===== config.mk =====
export PLATFORM = sky130hd
export DESIGN_NAME = fsmc_sdram_bridge
export DESIGN_NICKNAME = d
export VERILOG_FILES = /design/src/rtl/fsmc_sdram_pkg.sv /design/src/rtl/fsmc_sdram_bridge_fifo.sv /design/src/rtl/fsmc_sdram_bridge.sv
export SDC_FILE = /design/constraint.sdc
export NUM_CORES = 1
export LEC_CHECK = 0
export BUFFER_PORTS_ARGS = -buffer_cell sky130_fd_sc_hd__buf_2
export CORE_UTILIZATION = 60
export DETAILED_ROUTE_END_ITERATION = 12
export GPL_TIMING_DRIVEN = 0
export MAX_ROUTING_LAYER = met4
export PLACE_DENSITY = 0.89
export SETUP_SLACK_MARGIN = 0.2
export SLEW_MARGIN = 40
export SYNTH_ARGS = -nofsm -noshare
export SYNTH_HDL_FRONTEND = slang
export SYNTH_SLANG_ARGS = --single-unit

===== constraint.sdc =====
create_clock -name clk -period 11.27 [get_ports clk]
set_clock_uncertainty 0.05 [all_clocks]
set_input_delay 0.5635 -clock clk [delete_from_list [all_inputs] [get_ports clk]]
set_output_delay 0.5635 -clock clk [all_outputs]
set_load 0.05 [all_outputs]

===== src/rtl/fsmc_sdram_pkg.sv =====
// fsmc_sdram_bridge shared definitions.
// Register offsets, FSM states and STATUS bit positions.
package fsmc_sdram_pkg;

  localparam int unsigned REG_ADR_LOW  = 32'h00;
  localparam int unsigned REG_ADR_HIGH = 32'h02;
  localparam int unsigned REG_DATA     = 32'h04;
  localparam int unsigned REG_STATUS   = 32'h06;
  localparam int unsigned REG_CTRL     = 32'h08;

  localparam int ST_INIT = 0;
  localparam int ST_FULL = 1;
  localparam int ST_PFV  = 2;
  localparam int ST_OVF  = 3;
  localparam int ST_UNF  = 4;
  localparam int ST_CNT  = 8;

  typedef enum logic [2:0] {
    S_IDLE,
    S_WR_ISSUE,
    S_WR_WAIT,
    S_RD_ISSUE,
    S_RD_WAIT
  } state_e;

endpackage


===== src/rtl/fsmc_sdram_bridge_fifo.sv =====
// Posted-write queue for fsmc_sdram_bridge.
// First-word fall-through; a push is taken when full if a pop coincides.
module bridge_wr_fifo #(
  parameter int W     = 43,
  parameter int DEPTH = 8
) (
  input  logic                       clk,
  input  logic                       rst,
  input  logic                       push,
  input  logic [W-1:0]               wdata,
  input  logic                       pop,
  output logic [W-1:0]               rdata,
  output logic                       full,
  output logic                       empty,
  output logic [$clog2(DEPTH):0]     count
);

  localparam int PW = $clog2(DEPTH);

  logic [W-1:0]  mem_q [DEPTH];
  logic [PW-1:0] rd_q;
  logic [PW-1:0] wr_q;
  logic [PW:0]   cnt_q;
  logic          do_push;
  logic          do_pop;

  assign empty   = (cnt_q == '0);
  assign full    = (cnt_q == (PW+1)'(DEPTH));
  assign count   = cnt_q;
  assign rdata   = mem_q[rd_q];
  assign do_pop  = pop && !empty;
  assign do_push = push && (!full || do_pop);

  always_ff @(posedge clk) begin
    if (do_push) begin
      mem_q[wr_q] <= wdata;
    end
  end

  always_ff @(posedge clk) begin
    if (rst) begin
      rd_q  <= '0;
      wr_q  <= '0;
      cnt_q <= '0;
    end else begin
      if (do_push) wr_q <= wr_q + PW'(1);
      if (do_pop)  rd_q <= rd_q + PW'(1);
      cnt_q <= cnt_q + (PW+1)'(do_push)
                     - (PW+1)'(do_pop);
    end
  end

endmodule


===== src/rtl/fsmc_sdram_bridge.sv =====
// FSMC register bridge to sdram_controller: posted writes,
// one-word read prefetch, address auto-increment, status flags.
module fsmc_sdram_bridge
  import fsmc_sdram_pkg::*;
#(
  parameter int DW     = 16,
  parameter int AW     = 8,
  parameter int SAW    = 27,
  parameter int QDEPTH = 8
) (
  input  logic           clk,
  input  logic           rst,
  input  logic [AW-1:0]  fsmc_r_adr,
  input  logic           fsmc_do_read,
  output logic [DW-1:0]  fsmc_r_data,
  input  logic [AW-1:0]  fsmc_w_adr,
  input  logic           fsmc_do_write,
  input  logic [DW-1:0]  fsmc_w_data,
  input  logic           sdram_init_done,
  input  logic           sdram_busy,
  input  logic           sdram_data_valid,
  input  logic           sdram_write_done,
  input  logic [DW-1:0]  sdram_data_out,
  output logic           sdram_adv,
  output logic           sdram_rwn,
  output logic [SAW-1:0] sdram_i_addr,
  output logic [DW-1:0]  sdram_data_in
);

  localparam int CW = $clog2(QDEPTH) + 1;
  localparam int HW = SAW - 15;
  localparam int QW = SAW + DW;

  state_e         state_q, state_d;
  logic           adv_q, adv_d;
  logic           rwn_q, rwn_d;
  logic [SAW-1:0] addr_q, addr_d;
  logic [DW-1:0]  din_q, din_d;

  logic [SAW-1:0] adr_q, adr_d;
  logic           auto_q, auto_d;
  logic           pfv_q, pfv_d;
  logic [DW-1:0]  pfd_q, pfd_d;
  logic           pfr_q, pfr_d;
  logic           ovf_q, ovf_d;
  logic           unf_q, unf_d;
  logic           cxl_q, cxl_d;

  logic [QW-1:0]  q_head;
  logic           q_full, q_empty, q_pop;
  logic [CW-1:0]  q_count;

  logic wr_lo, wr_hi, wr_data, wr_ctrl, rd_data;
  logic cancel_ev, idle_ok, rd_go, busy;

  assign wr_lo   = fsmc_do_write && fsmc_w_adr == AW'(REG_ADR_LOW);
  assign wr_hi   = fsmc_do_write && fsmc_w_adr == AW'(REG_ADR_HIGH);
  assign wr_data = fsmc_do_write && fsmc_w_adr == AW'(REG_DATA);
  assign wr_ctrl = fsmc_do_write && fsmc_w_adr == AW'(REG_CTRL);
  assign rd_data = fsmc_do_read  && fsmc_r_adr == AW'(REG_DATA);

  assign cancel_ev = wr_lo || wr_hi || wr_data;
  assign idle_ok   = sdram_init_done && !sdram_busy;
  assign rd_go     = (state_q == S_IDLE) && (state_d == S_RD_ISSUE);
  assign busy      = !q_empty || (state_q != S_IDLE) || pfr_q;

  bridge_wr_fifo #(
    .W     (QW),
    .DEPTH (QDEPTH)
  ) u_fifo (
    .clk   (clk),
    .rst   (rst),
    .push  (wr_data),
    .wdata ({adr_q, fsmc_w_data}),
    .pop   (q_pop),
    .rdata (q_head),
    .full  (q_full),
    .empty (q_empty),
    .count (q_count)
  );

  always_ff @(posedge clk) begin
    if (rst) begin
      state_q <= S_IDLE;
      adv_q   <= 1'b0;
      rwn_q   <= 1'b0;
      addr_q  <= '0;
      din_q   <= '0;
    end else begin
      state_q <= state_d;
      adv_q   <= adv_d;
      rwn_q   <= rwn_d;
      addr_q  <= addr_d;
      din_q   <= din_d;
    end
  end

  // Queued writes always win so reads observe earlier posted data.
  always_comb begin
    state_d = state_q;
    unique case (state_q)
      S_IDLE: begin
        if (!q_empty && idle_ok)
          state_d = S_WR_ISSUE;
        else if (pfr_q && q_empty && idle_ok)
          state_d = S_RD_ISSUE;
      end
      S_WR_ISSUE: state_d = S_WR_WAIT;
      S_WR_WAIT:  if (sdram_write_done) state_d = S_IDLE;
      S_RD_ISSUE: state_d = S_RD_WAIT;
      S_RD_WAIT:  if (sdram_data_valid) state_d = S_IDLE;
      default:    state_d = S_IDLE;
    endcase
  end

  always_comb begin
    adv_d  = (state_d == S_WR_ISSUE) || (state_d == S_RD_ISSUE);
    rwn_d  = rwn_q;
    addr_d = addr_q;
    din_d  = din_q;
    q_pop  = (state_q == S_WR_ISSUE);
    if (state_q == S_IDLE && state_d == S_WR_ISSUE) begin
      rwn_d  = 1'b1;
      addr_d = q_head[QW-1:DW];
      din_d  = q_head[DW-1:0];
    end else if (rd_go) begin
      rwn_d  = 1'b0;
      addr_d = adr_q;
    end
  end

  always_ff @(posedge clk) begin
    if (rst) begin
      adr_q  <= '0;
      auto_q <= 1'b1;
      pfv_q  <= 1'b0;
      pfd_q  <= '0;
      pfr_q  <= 1'b0;
      ovf_q  <= 1'b0;
      unf_q  <= 1'b0;
      cxl_q  <= 1'b0;
    end else begin
      adr_q  <= adr_d;
      auto_q <= auto_d;
      pfv_q  <= pfv_d;
      pfd_q  <= pfd_d;
      pfr_q  <= pfr_d;
      ovf_q  <= ovf_d;
      unf_q  <= unf_d;
      cxl_q  <= cxl_d;
    end
  end

  always_comb begin
    adr_d  = adr_q;
    auto_d = auto_q;
    pfv_d  = pfv_q;
    pfd_d  = pfd_q;
    pfr_d  = pfr_q;
    ovf_d  = ovf_q;
    unf_d  = unf_q;
    if (state_q == S_RD_WAIT && sdram_data_valid
        && !cxl_q && !cancel_ev) begin
      pfv_d = 1'b1;
      pfd_d = sdram_data_out;
    end
    if (rd_go) pfr_d = 1'b0;
    if (rd_data) begin
      if (pfv_q) begin
        pfv_d = 1'b0;
        if (auto_q) begin
          adr_d = adr_q + SAW'(1);
          pfr_d = 1'b1;
        end
      end else begin
        unf_d = 1'b1;
      end
    end
    if (wr_lo) begin
      adr_d[14:0] = fsmc_w_data[15:1];
      pfr_d       = !fsmc_w_data[0];
      pfv_d       = 1'b0;
    end
    if (wr_hi) begin
      adr_d[SAW-1:15] = fsmc_w_data[HW-1:0];
      pfr_d           = 1'b0;
      pfv_d           = 1'b0;
    end
    if (wr_data) begin
      if (auto_q) adr_d = adr_q + SAW'(1);
      pfr_d = 1'b0;
      pfv_d = 1'b0;
      if (q_full && !q_pop) ovf_d = 1'b1;
    end
    if (wr_ctrl) begin
      auto_d = fsmc_w_data[0];
      if (fsmc_w_data[1]) begin
        ovf_d = 1'b0;
        unf_d = 1'b0;
      end
    end
  end

  // An in-flight read whose address was overridden must not land.
  always_comb begin
    cxl_d = 1'b0;
    if (state_d == S_RD_ISSUE || state_d == S_RD_WAIT)
      cxl_d = cxl_q || cancel_ev;
  end

  always_comb begin
    fsmc_r_data = '0;
    case (fsmc_r_adr)
      AW'(REG_ADR_LOW):  fsmc_r_data = DW'({adr_q[14:0], busy});
      AW'(REG_ADR_HIGH): fsmc_r_data = DW'(adr_q[SAW-1:15]);
      AW'(REG_DATA):     fsmc_r_data = pfd_q;
      AW'(REG_STATUS): begin
        fsmc_r_data[ST_INIT]     = sdram_init_done;
        fsmc_r_data[ST_FULL]     = q_full;
        fsmc_r_data[ST_PFV]      = pfv_q;
        fsmc_r_data[ST_OVF]      = ovf_q;
        fsmc_r_data[ST_UNF]      = unf_q;
        fsmc_r_data[ST_CNT +: 8] = 8'(q_count);
      end
      default: fsmc_r_data = '0;
    endcase
  end

  assign sdram_adv     = adv_q;
  assign sdram_rwn     = rwn_q;
  assign sdram_i_addr  = addr_q;
  assign sdram_data_in = din_q;

endmodule


==> results.json, run 1 <==
{
  "outcome": "complete, no violations",
  "min_path_type": "input port to flip-flop",
  "vias": 11900,
  "wl_per_cell_um": 27.7,
  "cts_tree": "done",
  "mappedNetlistArea_um2": 18500,
  "grt_setup_unrepaired": "false",
  "worst-r2r-setup-slack_ns": 7.44,
  "fin_worst_hold_slack_ns": 0.206,
  "pwr_density_cell_nw_per_um2": 154,
  "gpl.final_weighted_congestion": 0.935,
  "placedInstanceArea_um2": 20000,
  "worst_hold_path.num_cells": 3,
  "detailedRoute.firstIterationViolations": 1690,
  "die-width_um": 177,
  "worst_r2r_end": "u_fifo.mem_q[4][36]",
  "synthFlopType": "edfxtp_1",
  "worst-endpoint-required_ns": 11.47,
  "postCtsHoldBufs": 0,
  "crit_path_max_fanout": 8,
  "synth.net_count": 1157,
  "stdcell_count": 1747,
  "dp_hpwl_um": 32600,
  "initial_utilization": 0.617,
  "layout.filler_cells": 1755,
  "port-buffer-count": 113,
  "max_slew_margin": 0.385,
  "final-hold-violation-count": 0,
  "dieArea_um2": 31500,
  "yosys.area_share.adder": 0.00718,
  "cp_launch_type": "flip-flop",
  "drt_wl_total_um": 48500,
  "leakage_nw": 7.03,
  "netlist_instances": 1091,
  "die_h_um": 177,
  "io_pins": 117,
  "layout_worst_path_cycle_share": 0.340,
  "synth_async_sr_flop_share": 0,
  "synthesis.area_per_instance_um2": 16.9,
  "end_kind": "flip-flop",
  "synth_top_family_by_area": "multiplexers",
  "tritoncts_num_sinks": 454,
  "route.detailed.drc": 0,
  "grt_pass1_wl_um": 72500,
  "final.setup.tns_ns": 0,
  "cp_data_arrival_time_ns": 4.03,
  "area.growth.synth_to_final_pct": 16.2,
  "timing.final.max_slew_violations": 0,
  "number_of_synthesized_register_bits": 454,
  "route.antenna.remaining_nets": 0,
  "timing.rr.start": "state_q[0]",
  "grt_antenna_before_repair": 1,
  "max_cap_violations": 0,
  "grt_pass1_vias": 12000,
  "cts_setup_buffers": 0,
  "cts.htree.levels": 2,
  "clockRootBuffer": "clkbuf_16",
  "fraction_of_final_layout_cells_with_drive_strength_greater_than_1": 0.320,
  "synth.mux.area_fraction": 0.154,
  "synth_seq_area_share": 0.679,
  "globalRouteTotalUtil": 0.328,
  "ys_types": 62,
  "setup_violations": 0,
  "clkLatencyLatePin_ns": 0.55,
  "clockBufferDepth": 3,
  "synth_xor_xnor_area_share": 0.0142,
  "worst_reg2reg_path_depth": 11,
  "dp_cells": 1665,
  "cts-resized-gates": 0,
  "tightest_slew_ns": 0.923,
  "grt-ovfl-total": 0,
  "postLayoutCellArea_um2": 21500,
  "std_cell_rows": 63,
  "achievable-frequency_mhz": 261,
  "coreArea_um2": 30000,
  "holdCritStartpoint": "sdram_data_out[10]",
  "firstDrtPassIters": 7,
  "ys.warnings.count": 0,
  "worst_setup_path_type": "flip-flop to flip-flop",
  "synthesized_area_fraction_occupied_by_ao_oa_aoi_and_oai_cells": 0.0624,
  "grt_max_degree": 17,
  "via_per_inst": 6.83,
  "numCtsBuffers": 43,
  "path_clk_slew_ns": 0.06,
  "final_nets": 1386,
  "number_of_flops_mapped_to_enable_cells_by_yosys": 344,
  "power.ir.vdd_worst_v": 0.000101,
  "min_delay_worst_endpoint": "pfd_q[10]",
  "synth-simple-area-share": 0.0609,
  "post-route-min-period_ns": 3.83
}
-- state kept, by name, summed over array words and instances, names as in the netlist, 3 cells and up, named ones only --
register / flops
u_fifo.mem_q: 344
adr_q: 27
sdram_i_addr: 27
pfd_q: 16
sdram_data_in: 16
u_fifo.count: 4
state_q: 3
u_fifo.rd_q: 3
u_fifo.wr_q: 3
-- final cells by class --
cell class              instances  area [um^2]  share of cell area
diodes                          2         5.00            0.000233
plain buffers                  76          345              0.0161
clock buffers                  63         1230              0.0574
clock inverters                17          198             0.00921
inverters                      20         75.1             0.00350
multi-input cells             541         5560               0.259
flip-flops and latches        454        12500               0.584
well taps                     390          488              0.0227
repair buffers                184         1020              0.0477
-- cell usage in the layout (no fill, tap or decap), types with 9 or more instances in the layout --
cell type and n:
a21oi_1 17, mux4_2 95, xnor2_1 28, buf_4 34, a211oi_1 41, nand2_1 19, nand3_1 14, clkbuf_16 44
nor2_1 112, mux2i_1 40, inv_1 20, clkbuf_1 58, edfxtp_1 344, dfxtp_1 110, a2111oi_4 9, clkinv_2 9
ha_1 9, mux2_2 27, buf_2 168, and3_1 14, a222oi_1 27
-- synthesized netlist by cell type (2+ instances only) --
cell type	instances	area, um^2
buf_4	6	45.0
mux2_2	27	304
dfxtp_1	110	2200
buf_1	5	18.8
mux4_2	95	2140
ha_1	9	113
a2111oi_4	9	248
clkbuf_2	3	15.0
o31a_1	2	17.5
nor4b_1	2	17.5
inv_1	20	75.1
nand2b_1	2	12.5
xnor2_1	28	245
nor3_1	6	30.0
buf_2	14	70.1
a222oi_1	27	270
nand4_1	3	18.8
o21ai_0	5	25.0
a21oi_1	17	85.1
nor2b_1	8	50.1
or3b_2	2	17.5
and3_1	14	87.6
nand4_2	2	25.0
xor2_1	2	17.5
nor3b_1	4	30.0
nor4_4	2	42.5
nor4_1	5	31.3
and3b_1	2	17.5
a211oi_2	7	87.6
a211oi_1	41	308
clkbuf_1	46	173
and4_1	8	70.1
nor2_1	113	424
buf_6	2	22.5
nand2_1	19	71.3
a31oi_1	3	18.8
nand3_1	14	70.1
mux2i_1	40	400
edfxtp_1	344	10300
-- cells by family (layout without fill, tap and decap cells) --
group	after synthesis	in the layout
flip-flops	454	454
AND/OR/NAND/NOR	217	217
adder cells (fa/ha/maj)	10	10
AO/OA/AOI/OAI	122	122
XOR/XNOR	30	30
buffers and inverters	96	360
other	0	2
multiplexers	162	162
-- report_power, final --
part           internal, mW  switching (mW)
registers              1.78         0.00121
clock network         0.854           0.616
logic                0.0130          0.0337
-- worst max-delay path by stage --
stage	cells after the start	slack [ns]	endpoint	from
floorplan	4	4.76	u_fifo.mem_q[2][0]	fsmc_w_adr[0]
global placement	5	0.26	u_fifo.mem_q[1][32]	fsmc_w_adr[0]
detailed placement	12	7.29	u_fifo.mem_q[4][36]	fsmc_w_adr[0]
CTS	11	7.44	u_fifo.mem_q[4][36]	state_q[0]
global route	11	7.29	u_fifo.mem_q[4][36]	state_q[0]
finish	11	7.44	u_fifo.mem_q[4][36]	state_q[0]
-- worst max-delay path, cell delays in order (launching register included) --
cell,delay [ns]
dfxtp_1,0.43
or3b_2,0.50
nor2_2,0.29
o21ai_1,0.30
inv_1,0.22
nand2_1,0.20
nor3_2,0.52
buf_4,0.28
buf_4,0.18
buf_4,0.17
buf_4,0.18
buf_4,0.18
-- layer usage --
layer,wire (um),up-vias,global-route usage,share of wire
met5,0,-,-,0
met4,2340,0,0.150,0.048
met3,5900,219,0.0591,0.12
met2,23100,1017,0.511,0.48
met1,17100,5869,0.425,0.35
li1,-,4820,-,-
-- stage by stage --
step | util | power [mW] | worst slack (ns)
2_1_floorplan | - | 1.84 | 4.76
3_3_place_gp | 0.652 | 1.86 | 0.265
3_5_place_dp | 0.669 | 1.86 | 7.29
4_1_cts | 0.716 | 3.30 | 7.44
5_1_grt | 0.716 | 3.36 | 7.29
6_report | 0.717 | 3.30 | 7.44
No activity file was read; power rests on OpenSTA's default activity.
==> inputs of run 2 (changes only) <==
==> constraint.sdc (replaced) <==
create_clock -name clk -period 3.8 [get_ports clk]
set_clock_uncertainty 0.05 [all_clocks]
set_input_delay 0.19 -clock clk [delete_from_list [all_inputs] [get_ports clk]]
set_output_delay 0.19 -clock clk [all_outputs]
set_load 0.05 [all_outputs]
==> run 2 against run 1 <==
Net effect: global-route usage grew 0.99 points; register-to-register slack got worse by 6.9 ns; combinational power grew to 3.7 times the previous value; non-clock buffer count up 11; worst setup slack got worse by 6.9 ns; critical path type unchanged; largest cell class unchanged; highest routed layer unchanged; critical endpoint is now u_fifo.mem_q[6][32]; critical path depth fell by 2; maximum frequency grew 17%.
==> results.json, run 2 (same netlist as run 1, synthesis figures left out) <==
{
  "layout_worst_path_cycle_share": 0.862,
  "tritoncts_num_sinks": 454,
  "timing.final.max_slew_violations": 0,
  "pwr-share-seq": 0.541,
  "setup_violations": 0,
  "std_cell_rows": 63,
  "worst-r2r-setup-slack_ns": 0.53,
  "globalRouteTotalUtil": 0.338,
  "postLayoutCellArea_um2": 21900,
  "cts_tree": "done",
  "die_h_um": 177,
  "die-width_um": 177,
  "worst_hold_path.num_cells": 4,
  "most_common_library_cell_in_the_layout_ignoring_fill_and_taps": "edfxtp_1",
  "placedInstanceArea_um2": 20100,
  "dieArea_um2": 31500,
  "worst_r2r_end": "u_fifo.mem_q[6][32]",
  "post-route-min-period_ns": 3.27,
  "comb_power_share": 0.017,
  "dp_hpwl_um": 32000,
  "grt_max_degree": 17,
  "grt_setup_unrepaired": "false",
  "port-buffer-count": 113,
  "clock_power_share": 0.441,
  "p_sw_mw": 1.97,
  "clockRootBuffer": "clkbuf_16",
  "holdCritStartpoint": "fsmc_w_adr[3]",
  "route.antenna.remaining_nets": 0,
  "tightest_slew_ns": 0.930,
  "gpl.final_weighted_congestion": 0.928,
  "cp_launch_type": "flip-flop",
  "grt_pass1_vias": 12100,
  "area.growth.synth_to_final_pct": 18.4,
  "pwr_density_cell_nw_per_um2": 447,
  "crit_path_max_fanout": 10,
  "clkLatencyLatePin_ns": 0.56,
  "path_clk_slew_ns": 0.06,
  "commonest_non_fill_non_tap_cells_in_the_layout": "edfxtp_1, buf_2, nor2_1",
  "worst_setup_path_type": "flip-flop to flip-flop",
  "initial_utilization": 0.617,
  "worst_reg2reg_path_depth": 9,
  "cp_data_arrival_time_ns": 3.47,
  "outcome": "complete, no violations",
  "drt_wl_total_um": 50100,
  "cts-resized-gates": 0,
  "max_slew_margin": 0.380,
  "min_path_type": "input port to flip-flop",
  "cts.htree.levels": 2,
  "antennaDiodeCount": 0,
  "max_cap_violations": 0,
  "timing.rr.start": "state_q[0]",
  "intPower_mw": 7.81,
  "layout.filler_cells": 1686,
  "end_kind": "flip-flop",
  "worst-endpoint-required_ns": 4.00,
  "vias": 12000,
  "top_reg_by_flops": "u_fifo.mem_q",
  "io_pins": 117,
  "min_delay_worst_endpoint": "adr_q[24]",
  "wl_per_cell_um": 28.5,
  "power_switching_share": 0.202,
  "detailedRoute.firstIterationViolations": 1839,
  "fraction_of_final_layout_cells_with_drive_strength_greater_than_1": 0.297,
  "power.ir.vdd_worst_v": 0.000350,
  "leakage_nw": 6.92,
  "worst_slack_ns": 0.526,
  "via_per_inst": 6.84,
  "firstDrtPassIters": 8,
  "numCtsBuffers": 43,
  "grt_antenna_before_repair": 0,
  "grt-ovfl-total": 0,
  "place_ws_ns": 0.382,
  "final_nets": 1397,
  "achievable-frequency_mhz": 305,
  "coreArea_um2": 30000,
  "final-hold-violation-count": 0,
  "grt_pass1_wl_um": 74300,
  "route.detailed.drc": 0,
  "clockBufferDepth": 3,
  "largest_register_ff_count": 344
}
## run 2: area by class of cell
class	instances	area, um^2	area share
Multi-Input combinational cell	541	5620	0.257
Tap cell	390	488	0.0223
Inverter	20	75.1	0.00343
Clock buffer	63	1180	0.0540
Buffer	76	347	0.0159
Clock inverter	17	214	0.00979
Sequential cell	454	12500	0.573
Timing Repair Buffer	195	1400	0.0642
## run 2: power groups by stage
stage                     registers (mW)  clock network, mW  logic, mW
after floorplan                     5.40                  0     0.0451
after global placement              5.40                  0      0.126
after detailed placement            5.40                  0      0.132
after CTS                           5.29               4.30      0.162
after global routing                5.29               4.51      0.175
final                               5.29               4.32      0.171
## run 2: metal layers
layer / global-route usage / vias to the layer above / wire length (um)
li1: - / 4831 / -
met5: - / - / 0
met2: 0.513 / 1025 / 23600
met3: 0.0679 / 217 / 5940
met4: 0.181 / 0 / 3000
met1: 0.433 / 5939 / 17500
## run 2: stage by stage
stage / total power [mW] / instances / util / hold slack (ns) / TNS, ns
floorplan: 5.45 / 1091 / - / 0.239 / -17.89
global placement: 5.52 / 1594 / 0.654 / 0.373 / -489.55
detailed placement: 5.53 / 1638 / 0.671 / 0.381 / 0
CTS: 9.75 / 1754 / 0.729 / 0.0106 / 0
global route: 9.98 / 1756 / 0.730 / 0.0577 / 0
finish: 9.78 / 1756 / 0.730 / 0.0262 / 0
## run 2: worst max-delay path by stage
stage                     startpoint  slack, ns                   to  cells after the start
after floorplan           state_q[0]      -0.17   u_fifo.mem_q[6][0]                      6
after global placement    state_q[0]      -1.98  u_fifo.mem_q[6][32]                      6
after detailed placement  state_q[0]       0.38  u_fifo.mem_q[6][32]                      9
after CTS                 state_q[0]       0.35  u_fifo.mem_q[5][32]                      8
after global routing      state_q[0]       0.43  u_fifo.mem_q[6][32]                      9
final                     state_q[0]       0.53  u_fifo.mem_q[6][32]                      9
## run 2: critical path, stage by stage (launching register included)
cell and delay (ns):
dfxtp_1 0.44, or3b_2 0.51, nor2_2 0.32, o21ai_2 0.26, inv_1 0.20, nand2_1 0.27
nor3b_4 0.28, buf_4 0.20, buf_4 0.23, buf_6 0.19
## run 2: repair_timing
action,CTS,global route
endpoints found under the setup margin,0,25
hold endpoints to repair,151,0
buffers inserted,0,2
hold buffers,36,0
==> inputs of run 3 (changes only) <==
--- a/config.mk
+++ b/config.mk
@@ -8,9 +8,10 @@
 export BUFFER_PORTS_ARGS = -buffer_cell sky130_fd_sc_hd__buf_2
 export CORE_UTILIZATION = 60
 export DETAILED_ROUTE_END_ITERATION = 12
+export GPL_ROUTABILITY_DRIVEN = 1
 export GPL_TIMING_DRIVEN = 0
-export MAX_ROUTING_LAYER = met4
 export PLACE_DENSITY = 0.89
+export RECOVER_POWER = 25
 export SETUP_SLACK_MARGIN = 0.2
 export SLEW_MARGIN = 40
 export SYNTH_ARGS = -nofsm -noshare
==> run 3 against run 2 <==
Net effect: global-route usage is 2.9 points lower; cell area is 0.74% lower; sequential power hardly changed; via count is 2.3% lower; utilization is 0.54 points lower; worst hold slack better by 0.016 ns; register-to-register slack worse by 0.12 ns; clock power is 4.9% lower; die area stayed put; critical path type unchanged; highest routed layer unchanged.
==> results.json, run 3 (same netlist as run 1, synthesis figures left out) <==
{
  "clock_power_share": 0.429,
  "outcome": "complete, no violations",
  "commonest_non_fill_non_tap_cells_in_the_layout": "edfxtp_1, nor2_1, buf_2",
  "achievable-frequency_mhz": 295,
  "cp_data_arrival_time_ns": 3.59,
  "comb_power_share": 0.017,
  "area.growth.synth_to_final_pct": 17.5,
  "p_sw_mw": 1.92,
  "power_switching_share": 0.200,
  "worst_setup_path_type": "flip-flop to flip-flop",
  "port-buffer-count": 113,
  "antennaDiodeCount": 0,
  "finalPower_mw": 9.56,
  "worst_reg2reg_path_depth": 9,
  "cp_launch_type": "flip-flop",
  "intPower_mw": 7.64,
  "clkLatencyLatePin_ns": 0.54,
  "power.ir.vdd_worst_v": 0.000309,
  "max_slew_margin": 0.374,
  "grt_max_degree": 16,
  "grt_pass1_wl_um": 70500,
  "tightest_slew_ns": 0.939,
  "worst-endpoint-required_ns": 3.99,
  "placedInstanceArea_um2": 20100,
  "initial_utilization": 0.617,
  "postLayoutCellArea_um2": 21700,
  "postCtsHoldBufs": 33,
  "io_pins": 117,
  "std_cell_rows": 63,
  "pwr_density_cell_nw_per_um2": 441,
  "setup_violations": 0,
  "worst_slack_ns": 0.409,
  "vias": 11700,
  "place_ws_ns": 0.468,
  "leakage_nw": 6.78,
  "via_per_inst": 6.72,
  "cts-resized-gates": 0,
  "grt_setup_unrepaired": "false",
  "worstSetupEndpoint": "u_fifo.mem_q[6][29]",
  "top_reg_by_flops": "u_fifo.mem_q",
  "coreArea_um2": 30000,
  "most_common_library_cell_in_the_layout_ignoring_fill_and_taps": "edfxtp_1",
  "route.antenna.remaining_nets": 0,
  "layout_worst_path_cycle_share": 0.892,
  "largest_register_ff_count": 344,
  "cts_setup_buffers": 0,
  "pwr-share-seq": 0.554,
  "detailedRoute.firstIterationViolations": 1695,
  "clockRootBuffer": "clkbuf_16",
  "timing.final.max_slew_violations": 0,
  "setup.worst_path.start": "state_q[0]",
  "final-hold-violation-count": 0,
  "path_clk_slew_ns": 0.06,
  "route.detailed.drc": 0,
  "final_nets": 1388,
  "cts_tree": "done",
  "die_h_um": 177,
  "fraction_of_final_layout_cells_with_drive_strength_greater_than_1": 0.279,
  "min_path_type": "input port to flip-flop",
  "post-route-min-period_ns": 3.39,
  "worst_r2r_end": "u_fifo.mem_q[6][29]",
  "finish.utilization": 0.724,
  "grt-ovfl-total": 0,
  "gpl.final_weighted_congestion": 0.898,
  "worst-r2r-setup-slack_ns": 0.41,
  "die-width_um": 177,
  "firstDrtPassIters": 6,
  "dieArea_um2": 31500,
  "grt_antenna_before_repair": 1,
  "dp_hpwl_um": 31600,
  "end_kind": "flip-flop",
  "tritoncts_num_sinks": 454,
  "cts.htree.levels": 2,
  "final.setup.tns_ns": 0,
  "clockBufferDepth": 3,
  "timing.rr.start": "state_q[0]",
  "drt_wl_total_um": 47700,
  "wl_per_cell_um": 27.3,
  "max_cap_violations": 0,
  "globalRouteTotalUtil": 0.309,
  "crit_path_max_fanout": 9,
  "grt_pass1_vias": 11700,
  "numCtsBuffers": 43
}
-- run 3: cell count changes in the layout (fill, tap and decap cells not counted), sizes merged --
| cell | change |
|---|---|
| clkinvlp | +2 |
| clkbuf | +17 |
| dlygate4sd3 | -3 |
| bufinv | -3 |
| buf | -22 |
-- run 3: worst min-delay path by stage --
| stage | from | endpoint | slack, ns | depth (start not counted) |
|---|---|---|---|---|
| detailed placement | sdram_data_out[10] | pfd_q[10] | 0.38 | 3 |
| global route | sdram_data_valid | state_q[2] | 0.05 | 4 |
| finish | fsmc_w_adr[2] | pfr_q | 0.04 | 4 |
| CTS | fsmc_w_adr[2] | pfr_q | 0.01 | 4 |
| floorplan | fsmc_w_data[0] | u_fifo.mem_q[0][0] | 0.24 | 0 |
| global placement | sdram_data_out[0] | pfd_q[0] | 0.37 | 3 |
-- run 3: final cells by class --
cell class | instances | area, um^2
fillers | 1704 | 8250
flip-flops and latches | 454 | 12500
inverters | 20 | 75.1
clock buffers | 64 | 1220
clock inverters | 16 | 111
repair buffers | 186 | 1310
well taps | 390 | 488
multi-input cells | 541 | 5620
plain buffers | 76 | 345
-- run 3: metal layers --
metal	global-route usage	vias up	routed length, um
met4	0.148	0	2180
met3	0.0621	155	5680
met5	0	-	0
met1	0.423	5830	17300
li1	-	4813	-
met2	0.481	940	22600
-- run 3: worst max-delay path, stage by stage, from the launching register on --
cell     delay, ns
dfxtp_1       0.43
or3b_2        0.49
nor2_2        0.31
o21ai_2       0.26
inv_1         0.20
nand2_1       0.27
nor3b_4       0.40
buf_4         0.26
buf_4         0.23
buf_8         0.18
-- run 3: stage by stage --
stage / cells / hold slack, ns
4_1_cts: 1747 / 0.0136
3_5_place_dp: 1634 / 0.383
3_3_place_gp: 1594 / 0.373
2_1_floorplan: 1091 / 0.239
5_1_grt: 1747 / 0.0525
6_report: 1747 / 0.0418
-- run 3: power by group through the flow --
stage | combinational (mW) | sequential [mW] | clock, mW
after floorplan | 0.0451 | 5.40 | 0
after CTS | 0.159 | 5.29 | 4.10
after global routing | 0.169 | 5.29 | 4.28
after detailed placement | 0.131 | 5.40 | 0
after global placement | 0.127 | 5.40 | 0
final | 0.163 | 5.29 | 4.11
